<file path="src/rtl/ahb_decoder_mux.sv">
// AHB-Lite address decoder and response multiplexer.
// Decodes HADDR into a one-hot slave select, tracks which slave owns the
// current data phase, and multiplexes that slave's response back to the
// master. Unmapped NONSEQ/SEQ transfers get the standard two-cycle ERROR
// response from an internal default slave.
module ahb_decoder_mux #(
  parameter int NUM_SLAVES = 3,
  parameter int ADDR_WIDTH = 32,
  parameter int DATA_WIDTH = 32,
  parameter logic [NUM_SLAVES*ADDR_WIDTH-1:0] SLAVE_BASE =
    {32'h2000_0000, 32'h1000_0000, 32'h0000_0000},
  parameter logic [NUM_SLAVES*ADDR_WIDTH-1:0] SLAVE_MASK =
    {3{32'hF000_0000}}
) (
  input  logic                           HCLK,
  input  logic                           HRESETn,
  // Master address/data phase
  input  logic [ADDR_WIDTH-1:0]          HADDR,
  input  logic [1:0]                     HTRANS,
  input  logic                           HWRITE,
  input  logic [2:0]                     HSIZE,
  input  logic [2:0]                     HBURST,
  input  logic [3:0]                     HPROT,
  input  logic                           HMASTLOCK,
  input  logic [DATA_WIDTH-1:0]          HWDATA,
  // Muxed response to master
  output logic [DATA_WIDTH-1:0]          HRDATA,
  output logic                           HREADY,
  output logic [1:0]                     HRESP,
  // Slave-side select and broadcast bus
  output logic [NUM_SLAVES-1:0]          HSEL_S,
  output logic                           HREADY_S,
  output logic [ADDR_WIDTH-1:0]          HADDR_S,
  output logic [1:0]                     HTRANS_S,
  output logic                           HWRITE_S,
  output logic [2:0]                     HSIZE_S,
  output logic [2:0]                     HBURST_S,
  output logic [3:0]                     HPROT_S,
  output logic                           HMASTLOCK_S,
  output logic [DATA_WIDTH-1:0]          HWDATA_S,
  // Slave responses, slot i belongs to slave i
  input  logic [NUM_SLAVES-1:0]          HREADYOUT_S,
  input  logic [2*NUM_SLAVES-1:0]        HRESP_S,
  input  logic [DATA_WIDTH*NUM_SLAVES-1:0] HRDATA_S
);

  localparam int IDX_W = (NUM_SLAVES > 1) ? $clog2(NUM_SLAVES) : 1;

  typedef enum logic [1:0] {
    DS_OKAY = 2'd0,
    DS_ERR1 = 2'd1,
    DS_ERR2 = 2'd2
  } ds_state_t;

  ds_state_t              ds_state;
  ds_state_t              ds_state_nxt;
  logic                   hit;
  logic [IDX_W-1:0]       hit_idx;
  logic                   owner_def;
  logic [IDX_W-1:0]       owner_idx;
  logic                   hready_int;
  logic                   slv_ready;
  logic [1:0]             slv_resp;
  logic [DATA_WIDTH-1:0]  slv_rdata;

  // Address and control are broadcast to every slave untouched.
  assign HADDR_S     = HADDR;
  assign HTRANS_S    = HTRANS;
  assign HWRITE_S    = HWRITE;
  assign HSIZE_S     = HSIZE;
  assign HBURST_S    = HBURST;
  assign HPROT_S     = HPROT;
  assign HMASTLOCK_S = HMASTLOCK;
  assign HWDATA_S    = HWDATA;

  // Decode: scan downwards so the lowest-indexed matching slave wins overlaps.
  always_comb begin
    hit     = 1'b0;
    hit_idx = '0;
    HSEL_S  = '0;
    for (int i = NUM_SLAVES - 1; i >= 0; i--) begin
      if ((HADDR & SLAVE_MASK[i*ADDR_WIDTH +: ADDR_WIDTH]) ==
          SLAVE_BASE[i*ADDR_WIDTH +: ADDR_WIDTH]) begin
        hit       = 1'b1;
        hit_idx   = IDX_W'(i);
        HSEL_S    = '0;
        HSEL_S[i] = 1'b1;
      end
    end
  end

  // Data-phase owner: loads with every accepted address phase, holds through waits.
  always_ff @(posedge HCLK or negedge HRESETn) begin
    if (!HRESETn) begin
      owner_def <= 1'b1;
      owner_idx <= '0;
    end else if (hready_int) begin
      owner_def <= ~hit;
      owner_idx <= hit_idx;
    end
  end

  // Default-slave state register.
  always_ff @(posedge HCLK or negedge HRESETn) begin
    if (!HRESETn) ds_state <= DS_OKAY;
    else          ds_state <= ds_state_nxt;
  end

  // Default-slave next state: ERR1 always advances to ERR2; otherwise an
  // accepted unmapped active transfer starts a new error, anything else is OKAY.
  always_comb begin
    ds_state_nxt = ds_state;
    case (ds_state)
      DS_ERR1: ds_state_nxt = DS_ERR2;
      default: begin
        if (hready_int) begin
          if (!hit && HTRANS[1]) ds_state_nxt = DS_ERR1;
          else                   ds_state_nxt = DS_OKAY;
        end
      end
    endcase
  end

  // Select the owning slave's response slot.
  always_comb begin
    slv_ready = 1'b1;
    slv_resp  = 2'b00;
    slv_rdata = '0;
    for (int i = 0; i < NUM_SLAVES; i++) begin
      if (owner_idx == IDX_W'(i)) begin
        slv_ready = HREADYOUT_S[i];
        slv_resp  = HRESP_S[2*i +: 2];
        slv_rdata = HRDATA_S[i*DATA_WIDTH +: DATA_WIDTH];
      end
    end
  end

  // Response to master: default slave when nothing was hit, else the owning slave.
  always_comb begin
    if (owner_def) begin
      hready_int = (ds_state != DS_ERR1);
      HRESP      = (ds_state == DS_OKAY) ? 2'b00 : 2'b01;
      HRDATA     = '0;
    end else begin
      hready_int = slv_ready;
      HRESP      = slv_resp;
      HRDATA     = slv_rdata;
    end
  end

  assign HREADY   = hready_int;
  assign HREADY_S = hready_int;

endmodule
</file>
<file path="config.mk">
export PLATFORM = sky130hd
export DESIGN_NAME = ahb_decoder_mux
export DESIGN_NICKNAME = d
export VERILOG_FILES = /design/src/rtl/ahb_decoder_mux.sv
export SDC_FILE = /design/constraint.sdc
export NUM_CORES = 1
export LEC_CHECK = 0
export CAP_MARGIN = 5
export CORE_AREA = 2 2 117 119
export DETAILED_ROUTE_END_ITERATION = 7
export DIE_AREA = 0 0 119 121
export HOLD_SLACK_MARGIN = 0.02
export PLACE_DENSITY_LB_ADDON = 0.2
export REMOVE_ABC_BUFFERS = 1
export SLEW_MARGIN = 5
export SYNTH_ARGS = -nofsm -noshare
export SYNTH_HDL_FRONTEND = slang
export SYNTH_SLANG_ARGS = --single-unit
</file>
<file path="constraint.sdc">
create_clock -name HCLK -period 2.5 [get_ports HCLK]
set_input_delay 0.625 -clock HCLK [delete_from_list [all_inputs] [get_ports HCLK]]
set_output_delay 0.625 -clock HCLK [all_outputs]
set_load 0.01 [all_outputs]
</file>
### Word-level counts from Yosys, hierarchy flattened

Index checks and enable logic that the tools add are counted.

* logic and storage cells: 41
* flip-flop bits (word level): 5
* output and inout port bits: 117

* reduce and logical (&&, ||, !) cells: 6
* muxes and demuxes: 25
* equal/unequal tests: 6
* bitwise logic cells: 1

Operators by type and width (count)
* two-way mux 32 bit: 4
* zero test 32 bit: 1
* two-way mux 2 bit: 9
* two-way mux 1 bit: 9
* two-way mux 3 bit: 3
* equality test 2 x 1 -> 1 bit (second input constant): 2
* equality test 4 x 1 -> 1 bit (second input constant): 1
* equality test 4 x 2 -> 1 bit (second input constant): 1
* zero test 2 bit: 2
* equality test 2 bit (second input constant): 1
* inequality test 2 x 1 -> 1 bit (second input constant): 1
* nonzero test 2 bit: 1
* logical AND 1 bit: 1
* zero test 1 bit: 1
* inverter 1 bit: 1

### Depth between registers and ports, before layout

* word-level depth: 9
* gate-level depth with buffers: 5
* mapped depth without buffers: 3

### Least setup slack after synthesis

Ideal clock, no wire load.

* kind: input port to output port
* start point: in HREADYOUT_S[2]
* end point: out HREADY_S
* required time: 1875 ps
* path slack: 585 ps
* stages on the path: 4
* buffers on the path: 1
* data arrival time: 1290 ps
* path through: nor4b_2 -> a21o_1 -> nor2_1 -> buf_4

* longest elaborated chain between the ends: 2

Ends and longest elaborated chain
* start: declaration: RTL line 42 `input logic [NUM_SLAVES-1:0] HREADYOUT_S,`
* two-way mux 1 bit: RTL line 130 `if (owner_idx == IDX_W'(i)) begin`
* two-way mux 1 bit: RTL line 140 `if (owner_def) begin`
* end: declaration: RTL line 32 `output logic HREADY_S,`

Every way passes these cells.

### Worst setup path in the final report

* start point: in HADDR[29]
* end point: out HSEL_S[0]

* longest elaborated chain between the ends: 3
* elaborated cells on any way between the ends: 4

Ends and longest elaborated chain
* start: declaration: RTL line 18 `input logic [ADDR_WIDTH-1:0] HADDR,`
* equality test 4 x 1 -> 1 bit: RTL line 82 `if ((HADDR & SLAVE_MASK[i*ADDR_WIDTH +: ADDR_WIDTH]) ==`
* two-way mux 3 bit: RTL line 82
* two-way mux 3 bit *: RTL line 82
* end: declaration: RTL line 31 `output logic [NUM_SLAVES-1:0] HSEL_S,`

Mark *: on every way between the ends. The rest lies on a longest branch, timed or not.

==> summary.txt <==
Status
  • Status: finished clean

Yosys
  • Netlist cell types: 30
  • Compound-Gate Fraction of Synth Area: between 10% and 20%
  • Avg Inst Size Synth: 6.820 um2
  • Simple-gate share of the synthesized area: 18.90%
  • Largest family of logic cells by synthesized area: buffers and inverters
  • Ys Warns: 0
  • Post-Syn Area: 1800 um2
  • Primary FF master, synth: dfrtp_1
  • Post-synth EDFFs: 0
  • Fraction of synthesis flops using an asynchronous set or reset pin: 100.0%
  • Sequential area share after synthesis: between 7 and 8%
  • Area share of xor/xnor cells in the synthesized design: 0%
  • Post-Synth Adder-Cell Area: 0%
  • Yosys reg bits: 5
  • Mux cell area share after synthesis: 21.82%
  • Synth Instances: 264

Layout
  • Layout cell share with drive strength beyond 1: 19.43%
  • Filler cells: 1437
  • Area grow syn2layout: 78.11%
  • Final design utilization: 24.51%
  • Final net count: 536
  • Fin area: about 3200 um2
  • ANT cells: 0
  • Final Instance Count excl. Fillers: 526

Place
  • Buffers added on ports: 155
  • HPWL Detailed: 9986 um
  • Pre-CTS WS: -283.3 ps
  • DP Area: 3122 um2
  • Placed cells: 521
  • GPL Wtd Cong: 0.8979

STA
  • Setup violators final: 0
  • Hold_ws: 560.7 ps
  • Worst Skew: 0.4436 ps
  • Final Hold Fails: 0
  • Max Fclk: 412.9 MHz
  • Setup ws final: 78.26 ps
  • Worst slew margin: 75.30%
  • Post-route setup TNS: 0 ps
  • Fin crit period: around 2400 ps
  • Fin. max-slew vios: 0
  • Worst-Margin Slew: 370.5 ps
  • Final period util: 96.87%
  • Unrepaired setup endpoints after global routing: no

Setup path
  • FF-to-FF setup slack: just under 1000 ps
  • Worst Path Required: around 1900 ps
  • Crit Path Class: in2out
  • Crit path max fanout: 6
  • Worst setup EP type: output pin
  • Crit start category: input pin
  • Worst EP arrival: 1800 ps

Global routing
  • Gr usage total: 14.86%
  • Initial antenna violation count: 0
  • Vias in the first global route: 2122
  • Grt ovf: 0
  • Largest net degree at the start of global routing: 24
  • First-pass GRT wire length: around 15000 um

Route
  • DR iter-0 viols: 84
  • Number of vias per cell: 4.027
  • Routed Antenna Nets: 0
  • Residual DRC count: 0
  • Final wirelength: 11590 um
  • Avg WL per Cell: 22.04 um
  • Vias post-DR: 2118
  • DRT Pass-1 Iters: 4

Clock network
  • Clock-pin slew on the worst setup and hold paths: 30 ps
  • CTS root buf: clkbuf_16
  • CTS tree: yes
  • Num CTS Buffers: 3
  • Skew-Pair Late Insertion Delay: 230 ps
  • H-tree depth: 1
  • Clock Sinks: 5
  • Clock buffer depth: 2

Floorplan
  • Die area: 14400 um2
  • I/O Pins: about 300
  • Initial Utilization: 13.76%
  • Core area: 13090 um2
  • Die Y: 121 um
  • Row count: 42
  • Chip Width: 119 um

Power and ir drop
  • Leakage: 1.424 nW
  • Power per cell area: 367.6 nW/um2
  • Maximum VDD drop: 0.0002832 V
  • Post-layout total power: 1.179 mW

Min path
  • Min-Delay Path Class: reg2reg

Flow run
  • Max-cap violations: 0
[layout make-up]
type                       count  area (um2)  share of cell area, %
inverter                       3       11.26                 0.3512
sequential                     5       127.6                  3.980
multi-input combinational    162        1027                  32.03
clock buffer                   4       78.83                  2.458
tap                          176       220.2                  6.867
timing repair buffer         176        1742                  54.31
[per-layer routing]
| metal | vias up | routed length [um] | GRT usage (%) |
|---|---|---|---|
| li1 | 967 | - | - |
| met1 | 937 | 3853 | 14.02 |
| met2 | 194 | 5292 | 25.72 |
| met3 | 18 | 1677 | 9.352 |
| met4 | 2 | 694 | 5.432 |
| met5 | - | 76 | 4.412 |
[registers in the layout (all words and copies together) (netlist names)]
signal,cells
owner_def,1
ds_state,2
owner_idx,2
[synthesized netlist by cell type (2+ instances only)]
cell      count  share of area, %
buf_4        81                34
nand2_1      67                14
a21oi_1      35               9.7
mux2_2       34                21
buf_2         6               1.7
clkbuf_1      5               1.0
dfrtp_1       4               5.6
nor2_1        4              0.83
o21ai_0       3              0.83
a21o_1        2              0.83
a221oi_1      2              0.97
inv_1         2              0.42
nor3_1        2              0.56
[cell usage in the layout, fill, tap and decap left out, types with 2 or more instances in the layout]
master and instances:
buf_12 5, clkdlybuf4s50_1 111, dfrtp_1 3, clkbuf_16 3
nand2_1 67, mux2_2 34, a221oi_1 2, inv_1 2
dlymetal6s2s_1 7, a21o_1 2, buf_4 16, a21oi_1 35
o21ai_0 3, clkdlybuf4s15_1 2, nor2_1 3, dlygate4sd2_1 34
[worst max-delay path: stages]
cell and delay [ps]:
clkdlybuf4s50_1 470, buf_4 180, nor4_2 250, clkdlybuf4s15_1 270
[kinds of logic (layout without fill, tap and decap cells)]
kind of cell / count (synthesis) / count (layout)
AOI/OAI and AO/OA: 46 / 46
buffers and inverters: 97 / 183
DFF: 5 / 5
muxes: 35 / 35
and+or+nand+nor: 81 / 81
[what timing repair did]
item / 4_1_cts / 5_1_grt
pin swaps: 0 / 1
setup buffers: 0 / 1
hold buffers: 0 / 0
endpoints found under the setup margin: 39 / 8
resized for setup: 39 / 14
[power by group]
group	internal, mW	switching, mW
Combinational	0.440	0.347
Sequential	0.103	0.0274
Clock	0.211	0.0505
[worst paths after layout]
check	cells past startpoint	startpoint	end
worst max-delay path	4	HADDR[29]	HSEL_S[0]
worst min-delay path	1	ds_state[1]	ds_state[1]
worst max register to register	5	owner_idx[0]	ds_state[0]
worst min register to register	1	ds_state[1]	ds_state[1]
max in group asynchronous	1	HRESETn	owner_def
min in group asynchronous	1	HRESETn	ds_state[0]
Note: power is estimated with default switching activity, not from simulation.
